## src/rtl/pc_rx_packet_dispatcher.sv

```systemverilog
// rtl/pc_rx_packet_dispatcher.sv - pops PC_RX FIFO packets, checks sync, routes payload to A or B
module pc_rx_packet_dispatcher #(
    parameter int unsigned TIMEOUT_CYCLES = 50000000,
    parameter logic [7:0]  SYNC_BYTE      = 8'hA5
) (
    input  logic        i_clock,
    input  logic        i_reset_n,
    input  logic [31:0] i_fifo_word,
    input  logic        i_fifo_empty,
    output logic        o_fifo_rd,
    output logic [31:0] o_word,
    output logic        o_valid_a,
    input  logic        i_ready_a,
    output logic        o_valid_b,
    input  logic        i_ready_b,
    output logic        o_pkt_start,
    output logic        o_pkt_done,
    output logic        o_err_sync,
    output logic        o_err_timeout,
    output logic        o_busy
);
    localparam int TW = $clog2(TIMEOUT_CYCLES + 1);
    localparam logic [TW-1:0] TMO_LAST = TW'(TIMEOUT_CYCLES - 1);

    typedef enum logic [2:0] {
        IDLE,
        HDR_CAP,
        PAY_REQ,
        PAY_CAP,
        PAY_OUT,
        DONE
    } state_t;

    state_t          state;
    logic            dest;
    logic [15:0]     remaining;
    logic [TW-1:0]   tmo_cnt;
    logic            zero_len;
    logic            handshake;
    logic            unused_hdr_bits;

    assign unused_hdr_bits = ^i_fifo_word[23:17];

    // Gated by reset so a held reset never pops words out of the FIFO.
    assign o_fifo_rd = i_reset_n && !i_fifo_empty && ((state == IDLE) || (state == PAY_REQ));
    assign handshake = dest ? (o_valid_b && i_ready_b) : (o_valid_a && i_ready_a);

    always_ff @(posedge i_clock or negedge i_reset_n) begin
        if (!i_reset_n) begin
            state         <= IDLE;
            dest          <= 1'b0;
            remaining     <= 16'd0;
            tmo_cnt       <= '0;
            zero_len      <= 1'b0;
            o_word        <= 32'd0;
            o_valid_a     <= 1'b0;
            o_valid_b     <= 1'b0;
            o_pkt_start   <= 1'b0;
            o_pkt_done    <= 1'b0;
            o_err_sync    <= 1'b0;
            o_err_timeout <= 1'b0;
            o_busy        <= 1'b0;
        end else begin
            o_pkt_start   <= 1'b0;
            o_pkt_done    <= 1'b0;
            o_err_sync    <= 1'b0;
            o_err_timeout <= 1'b0;
            case (state)
                IDLE: begin
                    if (!i_fifo_empty) begin
                        state  <= HDR_CAP;
                        o_busy <= 1'b1;
                    end
                end
                HDR_CAP: begin
                    if (i_fifo_word[31:24] != SYNC_BYTE) begin
                        o_err_sync <= 1'b1;
                        state      <= IDLE;
                        o_busy     <= 1'b0;
                    end else begin
                        o_pkt_start <= 1'b1;
                        dest        <= i_fifo_word[16];
                        remaining   <= i_fifo_word[15:0];
                        zero_len    <= (i_fifo_word[15:0] == 16'd0);
                        state       <= (i_fifo_word[15:0] == 16'd0) ? DONE : PAY_REQ;
                    end
                end
                PAY_REQ: begin
                    if (!i_fifo_empty) begin
                        tmo_cnt <= '0;
                        state   <= PAY_CAP;
                    end else if (tmo_cnt == TMO_LAST) begin
                        tmo_cnt       <= '0;
                        o_err_timeout <= 1'b1;
                        state         <= IDLE;
                        o_busy        <= 1'b0;
                    end else begin
                        tmo_cnt <= tmo_cnt + 1'b1;
                    end
                end
                PAY_CAP: begin
                    o_word    <= i_fifo_word;
                    o_valid_a <= !dest;
                    o_valid_b <= dest;
                    state     <= PAY_OUT;
                end
                PAY_OUT: begin
                    if (handshake) begin
                        o_valid_a <= 1'b0;
                        o_valid_b <= 1'b0;
                        remaining <= remaining - 16'd1;
                        if (remaining == 16'd1) begin
                            o_pkt_done <= 1'b1;
                            state      <= DONE;
                        end else begin
                            state <= PAY_REQ;
                        end
                    end
                end
                DONE: begin
                    // Empty packets arrive here with o_pkt_start still high, so their done follows one cycle later.
                    o_pkt_done <= zero_len;
                    zero_len   <= 1'b0;
                    state      <= IDLE;
                    o_busy     <= 1'b0;
                end
                default: begin
                    state  <= IDLE;
                    o_busy <= 1'b0;
                end
            endcase
        end
    end
endmodule

```

## config.mk

```make
export PLATFORM = sky130hd
export DESIGN_NAME = pc_rx_packet_dispatcher
export DESIGN_NICKNAME = d
export VERILOG_FILES = /design/src/rtl/pc_rx_packet_dispatcher.sv
export SDC_FILE = /design/constraint.sdc
export NUM_CORES = 1
export LEC_CHECK = 0
export CAP_MARGIN = 10
export CELL_PAD_IN_SITES_DETAIL_PLACEMENT = 1
export CELL_PAD_IN_SITES_GLOBAL_PLACEMENT = 2
export CORE_AREA = 2 2 113 115
export CTS_CLUSTER_SIZE = 30
export DETAILED_ROUTE_END_ITERATION = 6
export DIE_AREA = 0 0 115 117
export GPL_TIMING_DRIVEN = 0
export PLACE_DENSITY_LB_ADDON = 0.15
export REMOVE_ABC_BUFFERS = 1
export SYNTH_ARGS = -nofsm -noshare
export SYNTH_HDL_FRONTEND = slang
export SYNTH_SLANG_ARGS = --single-unit
```

## constraint.sdc

```tcl
create_clock -name i_clock -period 4.6 [get_ports i_clock]
set_input_delay 0.46 -clock i_clock [delete_from_list [all_inputs] [get_ports i_clock]]
set_output_delay 0.46 -clock i_clock [all_outputs]
set_load 0.02 [all_outputs]
```

==> flow_summary.yaml <==
placement:
  gp_congestion: 0.783
  dp_hpwl_um: 8330
  dp.cells: 640
  portBuffers: 76
floorplan:
  rows: 41
  core_area_um2: 12300
  fp.dieW_um: 115
  die-height_um: 117
  start_util: 0.353
  die_area_um2: 13500
  pin_count: 77
sta:
  hold_ws_ns: 0.502
  finalHoldViolCount: 0
  max_freq_ghz: 0.340
  period_needed_ns: 2.94
  slew_viol_final: 0
  fin_crit_sh: 0.640
  relSlewSlack: 0.238
  final-setup-viol-count: 0
  tightest_slew_ns: 1.14
  rsz0062_at_grt: "no"
  skew_ns: 0.00649
clock_network:
  h-tree-depth: 3
  cts-buffers-inserted: 9
  cts_resized: 0
  ctsHoldBuffers: 1
  cts_setup_buffers: 0
  clock_path_buffers: 2
  cts_tree: "built"
  root_buffer: "clkbuf_16"
  cts_num_sinks: 86
  clk_latency_ns: 0.35
  clk_pin_slew_ns: 0.06
global_route:
  grt_antenna_before_repair: 0
  grt_pass1_wl_um: 19800
  gr-total-overflow: 0
  grt_usage: 0.190
  grt_pass1_vias: 3847
  grt_max_degree: 69
route:
  first_pass_iters: 4
  route.detailed.drc: 0
  via_per_inst: 5.61
  wl_per_cell_um: 18.2
  drt_iter0_markers: 143
  vias: 3685
  postRouteAntennaNets: 0
  wl_um: 12000
critical_path:
  critPathTopFamily: "buffers and inverters"
  start_kind: "primary input"
  critical_path_buf_inv_count: 4
  end_kind: "output pin"
  slowest_stage: "clkdlybuf4s50_1"
  required_ns: 4.14
  path_cells: "dlygate4sd3_1 > buf_4 > buf_16 > and3_1 > clkdlybuf4s50_1"
  crit_path_max_fanout: 68
  r2r_setup_slack_ns: 1.75
  slowest_delay_ns: 0.62
  cp.arrival_ns: 2.48
  path_class: "primary input to output pin"
cells_and_area:
  syn2layout_area_growth_pct: 28.3
  stdcell_count: 657
  multi_input_area_um2: 2050
  regArea_um2: 2150
  drive_above_1_share: 0.130
  fin_nets: 543
  num-fill-cells: 1363
  antennaDiodeCount: 0
power:
  power.leakage_nw: 2.26
  p_clk_frac: 0.365
  switching_share: 0.291
  netSwitchingPower_mw: 0.616
  p_int_mw: 1.50
  powerDensity_nw_per_um2: 381
  seqPwrFrac: 0.452
  power_frac_comb: 0.183
  ir_drop_v: 0.000184
job:
  drv_cap: 0
synthesis:
  yosysTopAreaCell: "dfrtp_1"
  synth_top_cell_area_share: 0.495
  yosys_most_used_dff: "dfrtp_1"
  syn_area_um2: 4340
  ys_ff_latch: 86
  synth-warning-count: 0
  yosysSeqAreaShare: 0.495
  synth_edf_count: 0
  yosysUniqueCellTypes: 53
  synthArstFlopShare: 1.00
  yosys-top-cells-area: "dfrtp_1 50%, mux2_2 8.3%, o21ai_0 3.7%"
  synthCells: 435
  syn_area_per_cell_um2: 9.99
hold_path:
  hp-class: "flip-flop to flip-flop"
outcome:
  status: "completed"
[synthesized netlist by cell type, drive strengths merged, types with 3 or more instances]
library cell / instances
o22ai: 5
buf: 7
mux2i: 3
inv: 8
or4: 5
clkbuf: 17
nand3: 21
ha: 3
o31a: 3
a21oi: 29
dfrtp: 86
o211ai: 4
a21o: 7
a22oi: 4
o21a: 3
or3: 4
a22o: 4
nor2: 24
mux2: 32
a31oi: 17
and3: 8
o311ai: 3
nor3b: 4
nand2: 40
nor4: 15
nor3: 8
o21ai: 33
nand4: 14
[stage by stage]
stage	util	setup slack (ns)	power (mW)	instance area, um2	TNS [ns]
CTS	0.450	1.61	2.15	5540	0
floorplan	-	1.89	1.16	4220	0
global route	0.453	1.52	2.23	5570	0
global placement	0.420	-0.937	1.34	5170	-27.60
finish	0.453	1.66	2.12	5570	0
detailed placement	0.425	1.40	1.36	5230	0
[area by class of cell]
cell class | instances | share of cell area
clock buffer | 11 | 0.0418
multi-input combinational | 317 | 0.368
clock inverter | 4 | 0.0130
sequential | 86 | 0.386
timing repair buffer | 81 | 0.152
inverter | 8 | 0.00539
tap | 150 | 0.0337
[final timing paths]
check	startpoint	endpoint	cells past startpoint
setup / recovery	i_reset_n	o_fifo_rd	5
hold / removal	remaining[9]$_DFFE_PN0P_	remaining[9]$_DFFE_PN0P_	1
setup reg to reg	state[0]$_DFFE_PN0P_	remaining[9]$_DFFE_PN0P_	5
hold reg to reg	remaining[9]$_DFFE_PN0P_	remaining[9]$_DFFE_PN0P_	1
max in group asynchronous	i_reset_n	o_word[13]$_DFFE_PN0P_	3
min in group asynchronous	i_reset_n	o_word[19]$_DFFE_PN0P_	2
[cells by family after synthesis]
logic type,count (synthesis),synth area share
DFF,86,0.495
and+or+nand+nor,157,0.195
AOI/OAI and AO/OA,122,0.176
muxes,35,0.0899
adders and majority gates,3,0.00864
buffers and inverters,32,0.0354
[flip-flops by register name, indices dropped and copies added (netlist names)]
signal / count
o_word: 32
tmo_cnt: 26
remaining: 16
state: 3
dest: 1
o_busy: 1
o_err_sync: 1
o_err_timeout: 1
o_pkt_done: 1
o_pkt_start: 1
o_valid_a: 1
o_valid_b: 1
zero_len: 1
[worst register-to-register path: cells and delay by family, from the launching register on]
| kind | cells | cell delay (ns) |
|---|---|---|
| flops | 1 | 0.60 |
| simple gates | 1 | 0.57 |
| buf+inv | 1 | 0.18 |
| compound gates | 3 | 1.36 |
[placed cells by master (no fill, tap or decap), types with 4 or more instances in the layout]
cell type	Yosys	final
a22oi_1	4	4
nand4_1	12	12
a22o_1	4	4
a21o_1	7	7
nor4_1	14	14
nor2_1	24	24
o21ai_0	32	32
clkbuf_16	0	9
and3_1	8	8
nor3_1	8	8
o22ai_1	5	5
nand3_1	20	20
or4_1	4	4
clkdlybuf4s50_1	0	75
a31oi_1	17	17
o211ai_1	4	4
dfrtp_1	86	86
or3_1	4	4
mux2_2	32	32
nand2_1	40	39
inv_1	8	8
a21oi_1	29	29
[per-layer routing]
metal	vias up	track usage	routed length [um]	share of wire
li1	1775	-	-	-
met1	1856	0.236	5410	0.45
met2	41	0.331	6070	0.51
met3	13	0.0319	291	0.024
met4	0	0.0739	191	0.016
met5	-	0	0	0
[power by group through the flow]
stage / logic (mW) / clock network [mW] / registers (mW)
floorplan: 0.180 / 0 / 0.979
global placement: 0.374 / 0 / 0.963
detailed placement: 0.392 / 0 / 0.969
CTS: 0.394 / 0.800 / 0.957
global route: 0.429 / 0.830 / 0.973
finish: 0.387 / 0.775 / 0.958
Note: power is estimated with default switching activity, not from simulation.
